File: src/rtl/lot_counter_bcd_pkg.sv
// Shared constants and BCD helper functions for the lot counter.
// Helpers take the widest supported total and a live digit count.
package lot_counter_pkg;

  localparam int BCD_W = 4;
  localparam logic [3:0] BCD_MAX = 4'd9;
  localparam int MAX_DIGITS = 6;
  localparam int MAX_W = BCD_W * MAX_DIGITS;

  // The most significant differing digit decides; equal totals count as a match.
  function automatic logic bcd_ge(input logic [MAX_W-1:0] a, input logic [MAX_W-1:0] b, input int n);
    logic decided;
    logic result;
    decided = 1'b0;
    result = 1'b1;
    for (int i = MAX_DIGITS - 1; i >= 0; i--) begin
      if ((i < n) && !decided) begin
        if (a[BCD_W*i +: BCD_W] > b[BCD_W*i +: BCD_W]) begin
          result = 1'b1;
          decided = 1'b1;
        end else if (a[BCD_W*i +: BCD_W] < b[BCD_W*i +: BCD_W]) begin
          result = 1'b0;
          decided = 1'b1;
        end else begin
          decided = 1'b0;
        end
      end else begin
        result = result;
      end
    end
    return result;
  endfunction

  function automatic logic bcd_valid(input logic [MAX_W-1:0] v, input int n);
    logic ok;
    ok = 1'b1;
    for (int i = 0; i < MAX_DIGITS; i++) begin
      if ((i < n) && (v[BCD_W*i +: BCD_W] > BCD_MAX)) begin
        ok = 1'b0;
      end else begin
        ok = ok;
      end
    end
    return ok;
  endfunction

endpackage

File: src/rtl/lot_counter_bcd_digit.sv
// One decade of the completed-group total. The carry is combinational so a
// whole chain of digits advances on the same edge.
module bcd_digit import lot_counter_pkg::*; (
  input  logic       clk,
  input  logic       reset,
  input  logic       clear,
  input  logic       inc,
  input  logic       sat,
  output logic [3:0] q,
  output logic       carry
);

  assign carry = inc & (q == BCD_MAX);

  // Decade register: clear wins, sat pins a digit that is already at 9.
  always_ff @(posedge clk or negedge reset) begin
    if (!reset) begin
      q <= 4'd0;
    end else if (clear) begin
      q <= 4'd0;
    end else if (inc && !sat) begin
      q <= (q == BCD_MAX) ? 4'd0 : q + 4'd1;
    end else begin
      q <= q;
    end
  end

endmodule

File: src/rtl/lot_counter_bcd.sv
// Item/group counter with a BCD total of completed groups, target detection,
// optional stop-at-target and wrap or saturate on total overflow.
module lot_counter_bcd import lot_counter_pkg::*; #(
  parameter int GROUP_SIZE     = 12,
  parameter int NUM_DIGITS     = 2,
  parameter int WRAP_MODE      = 1,
  parameter int STOP_AT_TARGET = 0,
  parameter int EDGE_DETECT    = 1,
  localparam int ITEM_W = (GROUP_SIZE > 2) ? $clog2(GROUP_SIZE) : 1,
  localparam int TOT_W  = BCD_W * NUM_DIGITS
) (
  input  logic              clk,
  input  logic              reset,
  input  logic              item_in,
  input  logic              enable,
  input  logic              clear,
  input  logic [TOT_W-1:0]  target_bcd,
  output logic [ITEM_W-1:0] items_in_group,
  output logic [TOT_W-1:0]  groups_bcd,
  output logic              group_done,
  output logic              target_reached,
  output logic              overflow
);

  logic prev_item_r;
  logic edge_s;
  logic ev_s;
  logic last_item_s;
  logic complete_s;
  logic wrap_evt_s;
  logic sat_s;
  logic target_ok_s;
  logic inc_s [NUM_DIGITS+1];
  logic [TOT_W-1:0] groups_next_s;

  assign edge_s      = (EDGE_DETECT != 0) ? (item_in & ~prev_item_r) : item_in;
  assign ev_s        = enable & edge_s & ~((STOP_AT_TARGET != 0) & target_reached);
  assign last_item_s = (items_in_group == ITEM_W'(GROUP_SIZE - 1));
  assign complete_s  = ev_s & last_item_s & ~clear;

  // Carry out of the top digit on a completion means the total was all 9s.
  assign inc_s[0]    = complete_s;
  assign wrap_evt_s  = inc_s[NUM_DIGITS];
  assign sat_s       = (WRAP_MODE == 0) & wrap_evt_s;
  assign target_ok_s = (target_bcd != TOT_W'(0)) && bcd_valid(MAX_W'(target_bcd), NUM_DIGITS);

  for (genvar k = 0; k < NUM_DIGITS; k++) begin : g_digit
    bcd_digit u_digit (
      .clk   (clk),
      .reset (reset),
      .clear (clear),
      .inc   (inc_s[k]),
      .sat   (sat_s),
      .q     (groups_bcd[BCD_W*k +: BCD_W]),
      .carry (inc_s[k+1])
    );
  end

  // Look-ahead of the total so target_reached rises on the same edge as the total.
  always_comb begin
    groups_next_s = groups_bcd;
    for (int k = 0; k < NUM_DIGITS; k++) begin
      if (inc_s[k] && !sat_s) begin
        groups_next_s[BCD_W*k +: BCD_W] = (groups_bcd[BCD_W*k +: BCD_W] == BCD_MAX) ?
                                          4'd0 : groups_bcd[BCD_W*k +: BCD_W] + 4'd1;
      end else begin
        groups_next_s[BCD_W*k +: BCD_W] = groups_bcd[BCD_W*k +: BCD_W];
      end
    end
  end

  // Edge history keeps tracking item_in while disabled, so stale edges are lost.
  always_ff @(posedge clk or negedge reset) begin
    if (!reset) begin
      prev_item_r <= 1'b1;
    end else begin
      prev_item_r <= item_in;
    end
  end

  // Item counter, completion pulse, target level and sticky overflow.
  always_ff @(posedge clk or negedge reset) begin
    if (!reset) begin
      items_in_group <= ITEM_W'(0);
      group_done     <= 1'b0;
      target_reached <= 1'b0;
      overflow       <= 1'b0;
    end else if (clear) begin
      items_in_group <= ITEM_W'(0);
      group_done     <= 1'b0;
      target_reached <= 1'b0;
      overflow       <= 1'b0;
    end else begin
      if (ev_s) begin
        items_in_group <= last_item_s ? ITEM_W'(0) : items_in_group + ITEM_W'(1);
      end else begin
        items_in_group <= items_in_group;
      end
      group_done     <= complete_s;
      target_reached <= target_ok_s & bcd_ge(MAX_W'(groups_next_s), MAX_W'(target_bcd), NUM_DIGITS);
      overflow       <= overflow | wrap_evt_s;
    end
  end

endmodule
File: config.mk
export PLATFORM = sky130hd
export DESIGN_NAME = lot_counter_bcd
export DESIGN_NICKNAME = d
export VERILOG_FILES = /design/src/rtl/lot_counter_bcd_pkg.sv /design/src/rtl/lot_counter_bcd_digit.sv /design/src/rtl/lot_counter_bcd.sv
export SDC_FILE = /design/constraint.sdc
export NUM_CORES = 1
export LEC_CHECK = 0
export CAP_MARGIN = 0
export CORE_MARGIN = 1.5
export CORE_UTILIZATION = 51
export DETAILED_ROUTE_END_ITERATION = 12
export PLACE_DENSITY_LB_ADDON = 0.3
export SLEW_MARGIN = 20
export SYNTH_ARGS = -nofsm -noshare
export SYNTH_HDL_FRONTEND = slang
export SYNTH_SLANG_ARGS = --single-unit
export TNS_END_PERCENT = 10
File: constraint.sdc
create_clock -name clk -period 4.09 [get_ports clk]
set_clock_uncertainty 0.15 [all_clocks]
set_input_delay 0.409 -clock clk [delete_from_list [all_inputs] [get_ports clk]]
set_output_delay 0.409 -clock clk [all_outputs]
set_load 0.005 [all_outputs]
Word level (Yosys, flattened, before mapping)

Index checks and enable logic that the tools add are counted.

Register bits after elaboration: 16
Bits of input ports: 13
Output and inout bits: 15
Word-level logic and storage cells: 55

Add/subtract/negate cells: 3
Magnitude comparators: 6
Equality and inequality tests: 3
Muxes and demuxes: 23
Bitwise logic cells: 10
Reduce and logical (&&, ||, !) cells: 3

Operators by type and width:

| cell                                        | number |
|---|---|
| 2-to-1 mux 4 bit                            | 9 |
| 2-to-1 mux 1 bit                            | 14 |
| adder 4 x 1 -> 4 bit, second input constant | 3 |
| == test 4 bit, second input constant        | 3 |
| > comparator 4 bit                          | 2 |
| > comparator 4 bit, second input constant   | 2 |
| < comparator 4 bit                          | 2 |
| nonzero test 8 bit                          | 1 |
| AND 1 bit                                   | 7 |
| NOT 1 bit                                   | 2 |
| nonzero test 2 bit                          | 1 |
| logical AND 1 bit                           | 1 |
| OR 1 bit                                    | 1 |

Depth between registers and ports, before layout

Word-level depth: 16
Gate-level depth with buffers: 12
Gate-level depth less buffers: 11

By module

A second synthesis with hierarchy kept.

Cell total of the unflattened synthesis: 154
Area total of the unflattened synthesis: 1290.0 um^2

Modules (own cells, without submodules):

| module          | times used | cells an instance | area each (um^2) | seq. area each (um^2) |
|---|---|---|---|---|
| lot_counter_bcd | 1          | 102               | 792.0            | 201.4 |
| bcd_digit       | 2          | 26                | 249.0            | 100.1 |

Least setup slack after synthesis

Ideal clock, no wire load.

Path type: register to register
Start: reg items_in_group[0]
End: reg target_reached
Arrival: 2142 ps
Required time: 3811 ps
Path slack: 1669 ps
Stages on the path, launching flop included: 12
Clock period less this slack: 2421 ps
Path through: dfrtp_1 -> ha_1 -> and4b_1 -> buf_2 -> nand2_1 -> inv_2 -> mux2_1 -> ha_1 -> nor2b_1 -> o21a_1 -> o21ai_0 -> a211oi_1

Word-level cells in the longest chain between the ends: 14
Elaborated cells on any way between the ends: 21
Classes of those cells: order compare: 4; eq/ne: 1; mux: 12; bitwise: 4

Ends and longest elaborated chain:

| element                   | line                        | source |
|---|---|---|
| start, declared           | lot_counter_bcd.sv:18       | `output logic [ITEM_W-1:0] items_in_group,` |
| start signal, assigned    | lot_counter_bcd.sv:95       | `items_in_group <= last_item_s ? ITEM_W'(0) : items_in_group + ITEM_W'(1);` |
| start signal, assigned    | lot_counter_bcd.sv:97       | `items_in_group <= items_in_group;` |
| == test 4 bit *           | lot_counter_bcd.sv:38       | `assign last_item_s = (items_in_group == ITEM_W'(GROUP_SIZE - 1));` |
| AND 1 bit * (2 in series) | lot_counter_bcd.sv:39       | `assign complete_s = ev_s & last_item_s & ~clear;` |
| AND 1 bit                 | lot_counter_bcd_digit.sv:13 | `assign carry = inc & (q == BCD_MAX);` |
| 2-to-1 mux 4 bit          | -                           |  |
| < comparator 4 bit        | lot_counter_bcd_pkg.sv:21   | `end else if (a[BCD_W*i +: BCD_W] < b[BCD_W*i +: BCD_W]) begin` |
| 2-to-1 mux 1 bit          | lot_counter_bcd_pkg.sv:21   |  |
| 2-to-1 mux 1 bit          | lot_counter_bcd_pkg.sv:18   | `if (a[BCD_W*i +: BCD_W] > b[BCD_W*i +: BCD_W]) begin` |
| 2-to-1 mux 1 bit          | lot_counter_bcd_pkg.sv:21   |  |
| 2-to-1 mux 1 bit          | lot_counter_bcd_pkg.sv:18   |  |
| 2-to-1 mux 1 bit *        | lot_counter_bcd_pkg.sv:17   | `if ((i < n) && !decided) begin` |
| 2-to-1 mux 1 bit *        | lot_counter_bcd.sv:88       | `end else if (clear) begin` |
| AND 1 bit *               | lot_counter_bcd.sv:100      | `target_reached <= target_ok_s & bcd_ge(MAX_W'(groups_next_s), MAX_W'(target_bcd), NUM_DIGITS);` |
| 2-to-1 mux 1 bit *        | lot_counter_bcd.sv:88       |  |
| end signal, assigned      | lot_counter_bcd.sv:100      |  |
| end, declared             | lot_counter_bcd.sv:21       | `output logic target_reached,` |

Mark *: on every way between the ends. The rest lies on a longest branch, timed or not. The select of a mux whose other input is x is not followed.
A chain may end at the register's enable or synchronous reset.

Final worst setup path

Same ends and word-level chain as after synthesis.

==> summary.md <==
| Metric | Value |
|---|---|
| Peak Freq | `roughly 380 MHz` |
| Post-route ant nets | `0` |
| Skew-Pair Late Insertion Delay | `0.29 ns` |
| Worst setup SP type | `flip-flop` |
| Number of cells on the worst hold path | `2` |
| Total GRT Usage | `22.3%` |
| Crit end category | `flip-flop` |
| CTS tree | `built` |
| Die Y-Extent | `48.6 um` |
| Max H-tree Level | `1` |
| Type of the setup path with the least slack | `flip-flop to flip-flop` |
| Number of different library cells in the post-synthesis netlist | `32` |
| Run status | `complete, no violations` |
| Core area | `~2000 um2` |
| TritonCTS Buffers | `3` |
| Detailed-route wire length | `approximately 2400 um` |
| Layout cell share with drive strength beyond 1 | `6.21%` |
| Diode insertion count for antenna repair | `0` |
| Post CTS Setup Buffer Count | `0` |
| Setup repair after global routing missed its margin | `false` |
| Area Overhead vs Synth | `31.5%` |
| Final hold viol count | `0` |
| Post-route DRC violation count | `0` |
| Post-DP HPWL | `between 1500 and 2000 um` |
| Effective utilization at floorplan | `a little over half` |
| Final slew viol count | `0` |
| Leakage power summed over all cells | `0.653 nW` |
| Worst vdd rail ir drop | `0.224 mV` |
| Synthesized flop and latch total | `16` |
| Wire length of the first global-routing pass | `4200 um` |
| Class of the tightest hold or removal check | `flip-flop to flip-flop` |
| Iter 0 DRT Violations | `6` |
| Vias in the first global route | `963` |
| Pin count of the biggest net entering global routing | `17` |
| Clock transition at the registers of the reported paths | `about 0.090 ns` |
| Path depth of the worst reg2reg path | `10` |
| Count of TritonRoute iterations in the first routing pass | `4` |
| Row Count | `16` |
| Root buffer cell | `clkbuf_4` |
| Fill cell total of the finished layout | `163` |
| Initial antenna violation count | `0` |
| Grt ovf | `0` |
| Global placer's final weighted congestion | `between 0.7 and 0.8` |
| Maximum clock insertion buffer count | `2` |
| Hold buffers post-CTS | `0` |
| Post-route setup TNS | `0 ns` |
| WL/cell | `13.8 um` |
| Cell total after placement | `roughly 170` |
| Arrival time of data at the critical path endpoint | `~2.7 ns` |
| Gate Count Post-Synth | `116` |
| Chip Width | `between 40 and 50 um` |
| Data required time of the worst path | `approximately 4.1 ns` |
| Post-layout net count | `between 150 and 200` |
| Utilization after layout | `between 70 and 80%` |
| Number of synthesis warnings | `0` |
| Final Cycle Share | `64.5%` |
| Actual slew at the worst max-slew pin | `between 0.7 and 0.8 ns` |
| Synth Net Count | `142` |
| Max-Cap Viols | `0` |
| Number of instances resized during post-cts repair | `0` |
| Die Area | `around 2400 um2` |
| Critical path peak fanout | `6` |
| Detailed-route via count | `941` |
| Clk sink count | `16` |
| Syn_area_per_cell | `9.15 um2` |
| Sequential fraction of the synthesis area | `between 30 and 40%` |
| Vias per cell | `~5.5` |
| Number of buffer cells added on primary ports | `27` |
| Boundary pin count | `28` |
| Filler-free cell count of the finished design | `172` |
| Final critical-path required period | `2.64 ns` |
| Cell area after synthesis | `1060 um2` |
| PwrDens | `around 210 nW/um2` |
| Max-slew headroom | `a little over half` |
| Setup violators final | `0` |
==> routing by layer <==
metal	global-route usage [%]	wire length, um	vias to the layer above
met3	6.48	112	4
met1	27.8	1080	447
li1	-	-	467
met4	6.19	29	0
met2	37.7	1160	23
met5	0	0	-
==> flip-flops by register name (all words and copies together), names as in the netlist <==
register           cells
overflow               1
target_reached         1
g_digit.u_digit.q      8
prev_item_r            1
items_in_group         4
group_done             1
==> area by class of cell <==
class	instances	area [um2]	share of cell area [%]
timing repair buffer	28	278	19.9
sequential	16	402	28.8
inverter	11	41.3	2.96
multi-input combinational	86	604	43.3
tap	27	33.8	2.42
clock buffer	4	36.3	2.60
==> through the flow <==
step	worst slack [ns]	power, mW	hold WS, ns	cell area, um2
6_report	1.45	0.297	0.374	1400
5_1_grt	1.23	0.311	0.416	1400
4_1_cts	1.46	0.299	0.378	1400
3_5_place_dp	1.15	0.196	0.356	1360
3_3_place_gp	1.27	0.194	0.360	1360
2_1_floorplan	1.67	0.173	-0.0366	1060
==> power breakdown <==
group / internal [mW] / switching [mW] / total [mW]
clock: 0.0542 / 0.0502 / 0.104
sequential: 0.160 / 0.00101 / 0.161
combinational: 0.0169 / 0.0146 / 0.0315
==> synth_stat cells (all sizes together) <==
cell type,count,share of area [%]
clkbuf,1,0.35
and3b,2,1.7
ha,13,15
dfstp,1,2.5
o21ai,7,3.3
a311oi,1,0.83
inv,11,3.9
a21oi,9,4.2
and2,1,0.59
a211oi,1,0.71
nand4b,1,0.83
and4b,1,0.94
nor2,13,4.6
or3,3,1.8
o21a,1,0.71
nor4,2,1.2
mux2,3,3.2
nor3,1,0.47
o22ai,1,0.59
nand4,1,0.59
nand2,7,2.5
nor2b,5,2.9
nand3,5,2.8
dfrtp,15,35
nand3b,1,0.71
nor3b,2,2.5
buf,2,0.94
mux2i,3,2.8
a31oi,2,1.2
==> final timing paths <==
check	start	endpoint	slack (ns)
worst min-delay path	overflow	overflow	0.37
min in group asynchronous	reset	g_digit[1].u_digit.q[0]	0.39
max in group asynchronous	reset	items_in_group[0]	2.96
worst max-delay path	items_in_group[0]	target_reached	1.45
worst max register to register	items_in_group[0]	target_reached	1.45
worst min register to register	overflow	overflow	0.37
==> layout by cell type (no fill, tap or decap), types with 2 or more instances in the layout <==
cell / n
a21oi_1: 9
a31oi_1: 2
and3b_1: 2
clkbuf_4: 3
clkdlybuf4s50_1: 27
dfrtp_1: 15
ha_1: 13
inv_1: 10
mux2_1: 3
mux2i_1: 3
nand2_1: 7
nand3_1: 4
nor2_1: 13
nor2b_1: 5
nor4_1: 2
o21ai_0: 7
or3_1: 3
==> critical path, cell delays in order (launching register included) <==
cell and delay, ns:
dfrtp_1 0.42, ha_1 0.23, and4b_1 0.34, nand2_1 0.14, inv_2 0.11, mux2_1 0.34, ha_1 0.27, nor2b_1 0.13
o21a_1 0.16, o21ai_0 0.16, a211oi_1 0.09
==> logic make-up after synthesis <==
group / share of synthesized area [%]
and+or+nand+nor: 24.1
AOI/OAI and AO/OA: 11.6
DFF: 37.9
buffers and inverters: 5.19
adders and majority gates: 15.3
muxes: 6.01
(Power assumes the default switching activity.)
